**config.mk**
```make
export PLATFORM = sky130hd
export DESIGN_NAME = utmi_link_tx
export DESIGN_NICKNAME = d
export VERILOG_FILES = /design/src/rtl/utmi_link_tx.sv
export SDC_FILE = /design/constraint.sdc
export NUM_CORES = 1
export LEC_CHECK = 0
export BUFFER_PORTS_ARGS = -buffer_cell sky130_fd_sc_hd__clkbuf_2
export CAP_MARGIN = 20
export CORE_MARGIN = 3
export CORE_UTILIZATION = 40
export DETAILED_ROUTE_END_ITERATION = 10
export PLACE_DENSITY = 0.56
export SYNTH_ARGS = -nofsm -noshare
export SYNTH_HDL_FRONTEND = slang
export SYNTH_SLANG_ARGS = --single-unit
```
**constraint.sdc**
```tcl
create_clock -name clk_60mhz -period 2.6 [get_ports clk_60mhz]
set_clock_uncertainty 0.15 [all_clocks]
set_input_delay 0.13 -clock clk_60mhz [delete_from_list [all_inputs] [get_ports clk_60mhz]]
set_output_delay 0.13 -clock clk_60mhz [all_outputs]
set_load 0.05 [all_outputs]
```
**src/rtl/utmi_link_tx.sv**
```systemverilog
// SIE-side UTMI packet transmitter: checks the PID, appends CRC16 to data packets,
// hands bytes to the PHY under tx_ready and enforces the inter-packet gap.
module utmi_link_tx #(
  parameter int unsigned w   = 8,
  parameter int unsigned IPG = 4
) (
  input  logic         clk_60mhz,
  input  logic         rst,
  input  logic [w-1:0] s_data,
  input  logic         s_valid,
  input  logic         s_last,
  output logic         s_ready,
  output logic [w-1:0] tx_data,
  output logic         tx_valid,
  input  logic         tx_ready,
  output logic         busy,
  output logic         pkt_done,
  output logic         pid_err,
  output logic         underrun
);

  localparam int unsigned GAP_W = 4;
  localparam int unsigned CRC_W = 16;

  typedef enum logic [2:0] {
    IDLE      = 3'd0,
    PAYLOAD   = 3'd1,
    CRC_LO    = 3'd2,
    CRC_HI    = 3'd3,
    LAST_WAIT = 3'd4,
    DRAIN     = 3'd5
  } state_t;

  state_t             state, state_d;
  logic [CRC_W-1:0]   crc, crc_d;
  logic [GAP_W-1:0]   gap_cnt, gap_d;
  logic [w-1:0]       tx_data_d;
  logic               tx_valid_d, busy_d, is_data, is_data_d, pid_err_d, underrun_d;
  logic               free, gap_zero, xfer, pid_ok, pid_data, underrun_c;

  // Reflected CRC16 (x^16+x^15+x^2+1), one byte per call, LSB first
  function automatic logic [CRC_W-1:0] crc16_upd(input logic [CRC_W-1:0] c_in,
                                                 input logic [w-1:0] d);
    logic [CRC_W-1:0] c;
    logic             fb;
    c = c_in;
    for (int unsigned i = 0; i < w; i++) begin
      fb = c[0] ^ d[i];
      c  = c >> 1;
      if (fb) c = c ^ 16'hA001;
    end
    return c;
  endfunction

  assign free       = !tx_valid || tx_ready;
  assign gap_zero   = (gap_cnt == '0);
  assign s_ready    = rst && ((((state == IDLE) && gap_zero) || (state == PAYLOAD)) && free
                              || (state == DRAIN));
  assign xfer       = s_valid && s_ready;
  assign pid_ok     = (s_data[7:4] == ~s_data[3:0]);
  assign pid_data   = (s_data[1:0] == 2'b11);
  assign underrun_c = (state == PAYLOAD) && tx_valid && tx_ready && !s_valid;
  // Flags the final byte in the very cycle the PHY takes it
  assign pkt_done   = rst && (state == LAST_WAIT) && tx_valid && tx_ready;

  always_ff @(posedge clk_60mhz) begin
    if (!rst) state <= IDLE;
    else      state <= state_d;
  end

  always_comb begin
    state_d = state;
    case (state)
      IDLE: begin
        if (xfer) begin
          if (!pid_ok)     state_d = s_last ? IDLE : DRAIN;
          else if (s_last) state_d = pid_data ? CRC_LO : LAST_WAIT;
          else             state_d = PAYLOAD;
        end
      end
      PAYLOAD: begin
        if (xfer && s_last) state_d = is_data ? CRC_LO : LAST_WAIT;
        else if (underrun_c) state_d = DRAIN;
      end
      CRC_LO:    if (free) state_d = CRC_HI;
      CRC_HI:    if (free) state_d = LAST_WAIT;
      LAST_WAIT: if (tx_ready) state_d = IDLE;
      DRAIN:     if (xfer && s_last) state_d = IDLE;
      default:   state_d = IDLE;
    endcase
  end

  // Next values of the output register, CRC, gap counter and status flags
  always_comb begin
    tx_data_d  = tx_data;
    tx_valid_d = tx_valid;
    crc_d      = crc;
    gap_d      = gap_cnt;
    busy_d     = busy;
    is_data_d  = is_data;
    pid_err_d  = 1'b0;
    underrun_d = 1'b0;
    if (tx_valid && tx_ready) tx_valid_d = 1'b0;
    case (state)
      IDLE: begin
        if (!gap_zero) gap_d = gap_cnt - GAP_W'(1);
        if (gap_cnt <= GAP_W'(1)) busy_d = 1'b0;
        if (xfer) begin
          if (!pid_ok) begin
            pid_err_d = 1'b1;
          end else begin
            tx_data_d  = s_data;
            tx_valid_d = 1'b1;
            busy_d     = 1'b1;
            crc_d      = 16'hFFFF;
            is_data_d  = pid_data;
          end
        end
      end
      PAYLOAD: begin
        if (xfer) begin
          tx_data_d  = s_data;
          tx_valid_d = 1'b1;
          if (is_data) crc_d = crc16_upd(crc, s_data);
        end
        if (underrun_c) underrun_d = 1'b1;
      end
      CRC_LO: begin
        if (free) begin
          tx_data_d  = ~crc[7:0];
          tx_valid_d = 1'b1;
        end
      end
      CRC_HI: begin
        if (free) begin
          tx_data_d  = ~crc[15:8];
          tx_valid_d = 1'b1;
        end
      end
      LAST_WAIT: if (tx_ready) gap_d = GAP_W'(IPG);
      DRAIN:     if (xfer && s_last) gap_d = GAP_W'(IPG);
      default: ;
    endcase
  end

  always_ff @(posedge clk_60mhz) begin
    if (!rst) begin
      tx_data  <= '0;
      tx_valid <= 1'b0;
      crc      <= 16'hFFFF;
      gap_cnt  <= '0;
      busy     <= 1'b0;
      is_data  <= 1'b0;
      pid_err  <= 1'b0;
      underrun <= 1'b0;
    end else begin
      tx_data  <= tx_data_d;
      tx_valid <= tx_valid_d;
      crc      <= crc_d;
      gap_cnt  <= gap_d;
      busy     <= busy_d;
      is_data  <= is_data_d;
      pid_err  <= pid_err_d;
      underrun <= underrun_d;
    end
  end

endmodule

```
==> results by group, run 1 <==
Power
  • Sw Ratio: 39.7%
  • Power per cell area: 834 nW/um^2
  • Maximum vdd ir drop: 0.000393 V
  • Clock share of power: 24.1%
  • Total power: 2.06 mW
  • Static Leak: 0.910 nW
  • P_int: 1.24 mW
  • Combinational share of power: 44.4%
  • Flop pwr share: 31.5%
  • Net switching power figure: 0.817 mW

Placed design
  • Post-DP HPWL: 3.61 mm
  • Pre-CTS setup slack: 0.105 ns
  • # port buffers: 26
  • Placed insts: 332
  • RePlAce Congestion: 0.795

STA
  • Setup WS post-layout: 0.197 ns
  • Min cycle time layout: 2.40 ns
  • RSZ-0062 raised after global routing: false
  • Slew headroom: 58.0%
  • Total negative setup slack: 0 ns
  • Fin. Hold Viols: 0
  • Pins Over Slew Limit: 0
  • Least-Margin Pin Slew: 0.629 ns
  • Final cycle utilization of the critical path: 92.4%
  • Fmax: 416 MHz
  • Finish-stage setup viols: 0

CTS
  • Clock tree from TritonCTS: built
  • H-Tree Depth: 2
  • CTS clk-pin slew, worst paths: 0.08 ns
  • Longest Clk Path Bufs: 2
  • CTS buffer count: 5
  • Post-CTS Resized: 0
  • Root Driver: clkbuf_8
  • Worst skew pair latency: 0.30 ns
  • Clock sink count: 36

Die
  • Cell row count: 25
  • Initial Util: 43.0%
  • Die Span X: 78.4 um
  • Die ar.: 6150 um^2
  • Die Span Y: 78.4 um
  • Core Region: 4880 um^2
  • I/O pins: 27

Global route
  • Overall routing resource usage: 17.9%
  • Number of global-route vias before repair: 1741
  • Largest net degree at the start of global routing: 22
  • First-pass GRT wire length: 8.44 mm
  • Gr ovfl total: 0
  • Initial antenna violation count: 0

Yosys
  • Post-synth EDFFs: 0
  • Top FF cell, synth: dfxtp_1
  • Synthesized flop and latch total: 36
  • Yosys warnings: 0
  • Post-Syn Instances: 246
  • Post-synth ARST share: 0%
  • Distinct cell type count after synthesis: 45
  • Register area share after synthesis: 34.4%
  • Avg Inst Size Synth: 8.52 um^2
  • Syn Nets: 262
  • Netlist Area Pre-Place: 2100 um^2

Worst setup path
  • CP Capture Type: flop
  • Reg2reg start: gap_cnt[0]
  • Crit path DAT: 2.47 ns
  • Crit path kind: flop to flop
  • Worst Reg2Reg Path Length in Cells: 9
  • CP required: 2.67 ns
  • Reg2Reg Setup Slack: 0.20 ns
  • Startpoint class of the critical path: flop
  • Worst-path fanout max: 5
  • RR Endpoint: state[2]

Layout
  • P&R area growth vs syn: 17.6%
  • Number of antenna diodes: 0
  • Share of layout cells above drive strength 1: 20.1%
  • Nets: 294
  • Most common cell after layout, fill and taps aside: nor2_1
  • Most frequent cells in the layout: nor2_1 (39), dfxtp_1 (36), clkbuf_2 (26)
  • Post-route insts no fill: 346

Route
  • 1st-iter DRT viols: 69
  • ANT nets after route: 0
  • Final WL: 5.12 mm
  • Routed length per placed instance: 14.8 um
  • Vias per inst: 5.21
  • Pre-Repair DR Iteration Count: 4
  • Via Count: 1803
  • # DRC: 0

Flow run
  • Max cap viols: 0

Worst hold path
  • Hold Crit Class: input pin to flop
  • Hold Path End: underrun
  • Hold Crit Start: tx_ready
  • WHS Path Cells: 3

Run status
  • Status: finished, final reports clean
-- logic make-up (layout without fill, tap and decap cells) --
group | Yosys count | count (layout) | share of synthesized area, %
compound gates | 48 | 48 | 15.9
xor+xnor | 26 | 26 | 11.6
fa+ha+maj | 3 | 3 | 1.79
buf+inv | 21 | 54 | 4.95
flops | 36 | 36 | 34.4
mux | 22 | 22 | 10.6
simple gates | 90 | 90 | 20.9
-- cell usage after synthesis, types with 6 or more instances --
cell | instances | share of area (%)
o21ai_1 | 9 | 2.1
nand3_1 | 7 | 1.7
nand2_1 | 7 | 1.3
nor2_1 | 39 | 7.0
a211oi_1 | 6 | 2.1
dfxtp_1 | 36 | 34
xor2_1 | 9 | 3.8
nor3_1 | 19 | 4.5
mux2i_1 | 21 | 10
o21ai_0 | 11 | 2.6
clkbuf_1 | 9 | 1.6
xnor2_1 | 16 | 6.7
a21oi_1 | 7 | 1.7
-- registers in the layout (all words and copies together) (netlist names) --
name,flops
gap_cnt,4
crc,16
busy,1
pid_err,1
tx_valid,1
is_data,1
tx_data,8
underrun,1
state,3
-- how the worst max path moves through the flow --
stage                     startpoint         end  slack [ns]  depth (start not counted)
final                     gap_cnt[0]    state[2]        0.20                          9
after global routing      gap_cnt[0]  tx_data[6]        0.06                          9
after CTS                 gap_cnt[0]  tx_data[5]        0.06                          8
after detailed placement  gap_cnt[0]  tx_data[2]        0.11                          8
after global placement    gap_cnt[0]  tx_data[3]        0.18                          8
after floorplan           gap_cnt[0]     s_ready        0.21                          5
-- routing by layer --
layer,global-route usage [%],part of all wire [%]
met1,21.3,47
met2,30.3,47
met3,5.62,4.4
met4,6.29,1.4
met5,0,0
-- power by group through the flow --
stage / clock network (mW) / registers, mW / logic [mW]
after floorplan: 0 / 0.715 / 0.657
after global placement: 0 / 0.660 / 0.882
after detailed placement: 0 / 0.662 / 0.883
after CTS: 0.506 / 0.649 / 0.894
after global routing: 0.534 / 0.656 / 1.00
final: 0.496 / 0.648 / 0.913
-- worst max-delay path, stage by stage, from the launching register on --
cell	delay [ns]
dfxtp_1	0.35
inv_1	0.10
ha_1	0.14
or4b_4	0.48
a211oi_4	0.28
buf_4	0.16
a21oi_1	0.07
nor3_2	0.24
nand3_1	0.14
o22ai_1	0.21
-- through the flow --
stage | hold slack (ns) | area (um^2) | util (%)
floorplan | 0.0585 | 2100 | -
global placement | 0.235 | 2300 | 47.1
detailed placement | 0.234 | 2300 | 47.1
CTS | 0.0257 | 2420 | 49.7
global route | 0.0373 | 2470 | 50.5
finish | 0.0365 | 2470 | 50.5
-- what timing repair did --
item | 4_1_cts | 5_1_grt
setup endpoints to repair | 0 | 8
endpoints found under the hold margin | 2 | 0
hold buffers | 2 | 0
setup buffers | 0 | 4
-- cell type report --
cell class	count	area [um^2]
clock buffer	6	72.6
multi-input combinational	189	1280
timing repair buffer	40	253
sequential	36	721
inverter	6	22.5
fill	506	2410
clock inverter	2	35.0
tap	67	83.8
(Power assumes the default switching activity.)
==> run 2: changes to the inputs <==
Settings changed: BUFFER_PORTS_ARGS -buffer_cell sky130_fd_sc_hd__clkbuf_2 to unset, DONT_BUFFER_PORTS set to 1, PLACE_DENSITY 0.56 to 0.51.
Clock period 2.6 ns to 2.5 ns, I/O delays scaled along.
==> run 2 against run 1 <==
  * Design area decreased by 0.51%
  * Clock-buffer cell count increased by 1
  * Global-route usage rose by 0.62 points
  * Clock power is 9.5% lower
  * Sequential power rose by 13%
  * Core utilization fell by 0.26 points
  * Non-clock buffer count is 15 lower
  * Register-to-register slack got worse by 0.06 ns
==> results by group, run 2 (synthesized netlist as in run 1, its figures left out) <==
STA
  • Fin. Hold Viols: 0 (unchanged)
  • Pins Over Slew Limit: 0 (unchanged)
  • Total negative setup slack: 0 ns (unchanged)
  • Min cycle time layout: 2.37 ns (-0.0369 ns)
  • Fmax: 423 MHz (+1.6%)
  • Least-Margin Pin Slew: 0.721 ns (+0.0926 ns)
  • Final cycle utilization of the critical path: 94.7% (+2.2 points)
  • Finish-stage setup viols: 0 (unchanged)
  • Slew headroom: 51.7% (-6.2 points)
  • Setup WS post-layout: 0.133 ns (-0.0631 ns)
  • Hold WS: 0.00610 ns (-0.0303 ns)

Layout
  • P&R area growth vs syn: 17.0%
  • Largest regs: crc: 16 flops, tx_data: 8 flops, gap_cnt: 4 flops
  • Fill count: 494 (-2.4%)
  • Most frequent cells in the layout: nor2_1 (39), dfxtp_1 (35), mux2i_1 (21)
  • Most common cell after layout, fill and taps aside: nor2_1
  • Number of antenna diodes: 0 (unchanged)
  • Nets: 279 (-5.1%)
  • Top reg by flops: crc
  • Number of flip-flops in the largest register: 16 (unchanged)
  • Post-route insts no fill: 331 (-4.3%)
  • Share of layout cells above drive strength 1: 15.2% (-4.9 points)

Flow run
  • Max cap viols: 0 (unchanged)

Placed design
  • RePlAce Congestion: 0.823 (+3.5%)
  • Pre-CTS setup slack: 0.106 ns (+0.00133 ns)
  • Post-DP HPWL: 3.64 mm (+0.77%)
  • # port buffers: 0 (-100%)
  • Placed insts: 312 (-6.0%)

Route
  • Routed length per placed instance: 16.1 um (+8.6%)
  • # DRC: 0 (unchanged)
  • 1st-iter DRT viols: 95 (+38%)
  • Via Count: 1780 (-1.3%)
  • Final WL: 5.32 mm (+3.9%)
  • ANT nets after route: 0 (unchanged)
  • Vias per inst: 5.38 (+3.2%)
  • Pre-Repair DR Iteration Count: 4 (unchanged)

Power
  • Maximum vdd ir drop: 0.000367 V (-6.4%)
  • Static Leak: 0.843 nW (-7.3%)
  • Total power: 2.08 mW (+0.96%)
  • Power per cell area: 847 nW/um^2 (+1.5%)

Global route
  • Number of global-route vias before repair: 1786 (+2.6%)
  • Gr ovfl total: 0 (unchanged)
  • Initial antenna violation count: 0 (unchanged)
  • First-pass GRT wire length: 8.90 mm (+5.5%)
  • Largest net degree at the start of global routing: 22 (unchanged)
  • Overall routing resource usage: 18.5% (+0.62 points)

CTS
  • CTS buffer count: 5 (unchanged)
  • CTS clk-pin slew, worst paths: 0.08 ns (about the same)
  • Root Driver: clkbuf_8
  • Longest Clk Path Bufs: 2 (unchanged)
  • Clock sink count: 36 (unchanged)
  • Clock tree from TritonCTS: built
  • Worst skew pair latency: 0.29 ns (about the same)
  • H-Tree Depth: 2 (unchanged)

Worst setup path
  • Largest stage delay, worst path: 0.48 ns (about the same)
  • Crit path cell chain: inv_1 -> ha_1 -> or4b_4 -> a211oi_4 -> buf_4 -> a21oi_1 -> nor3_2 -> nand3_1 -> o22ai_1
  • CP max stage cell: or4b_4
  • Worst-path fanout max: 5 (unchanged)
  • Crit path kind: flop to flop
  • CP delay by family, top: simple AND/OR/NAND/NOR gates
  • CP required: 2.57 ns (-0.10 ns)
  • CP bufs+invs: 2 (unchanged)
  • Startpoint class of the critical path: flop
  • Crit path DAT: 2.44 ns (-0.03 ns)
  • CP Capture Type: flop

Die
  • Die ar.: 6150 um^2 (unchanged)
  • Die Span X: 78.4 um (unchanged)
  • I/O pins: 27 (unchanged)
  • Cell row count: 25 (unchanged)
  • Core Region: 4880 um^2 (unchanged)
  • Initial Util: 43.0% (unchanged)
  • Die Span Y: 78.4 um (unchanged)

Run status
  • Status: finished, final reports clean

Worst hold path
  • Hold Crit Class: input pin to flop
[run 2: worst register-to-register path, delay by kind of cell, from the launching register on]
kind                     cells  cell delay (ns)
AND/OR/NAND/NOR              3             0.83
flip-flops                   1             0.34
adder cells (fa/ha/maj)      1             0.14
buffers and inverters        2             0.26
AO/OA/AOI/OAI                3             0.59
[run 2: path summary, 6_finish.rpt]
check	cells past startpoint	end	start	slack [ns]
setup / recovery	9	state[2]	gap_cnt[0]	0.13
hold / removal	2	tx_data[2]	s_data[2]	0.006
setup reg to reg	9	state[2]	gap_cnt[0]	0.13
hold reg to reg	2	crc[13]	crc[13]	0.39
[run 2: repair_timing]
item | in CTS | in global routing
buffers inserted | 0 | 2
resized for setup | 0 | 7
hold buffers | 9 | 0
hold endpoints to repair | 25 | 0
endpoints found under the setup margin | 0 | 23
[run 2: stage by stage]
step | utilization [%] | instance area, um^2
detailed placement | 45.4 | 2220
global route | 50.3 | 2450
global placement | 45.4 | 2220
finish | 50.3 | 2450
floorplan | - | 2100
CTS | 49.2 | 2400
[run 2: layer usage]
layer / routed length (um) / share of wire, % / GRT usage, % / vias up
li1: - / - / - / 902
met3: 256 / 4.8 / 3.78 / 9
met1: 2340 / 44 / 23.1 / 827
met2: 2630 / 49 / 30.5 / 42
met4: 102 / 1.9 / 8.74 / 0
met5: 0 / 0 / 0 / -
[run 2: area by class of cell]
class	count	area [um^2]	area share (%)
inverter	6	22.5	0.918
sequential	36	722	29.4
tap	67	83.8	3.42
timing repair buffer	25	230	9.38
multi-input combinational	189	1300	53.0
clock inverter	1	7.51	0.306
clock buffer	7	86.3	3.52
[run 2: where the power goes]
group          leakage [nW]  switching (mW)  internal (mW)
combinational         0.507           0.532          0.364
sequential            0.292          0.0986          0.633
clock                0.0445           0.224          0.224
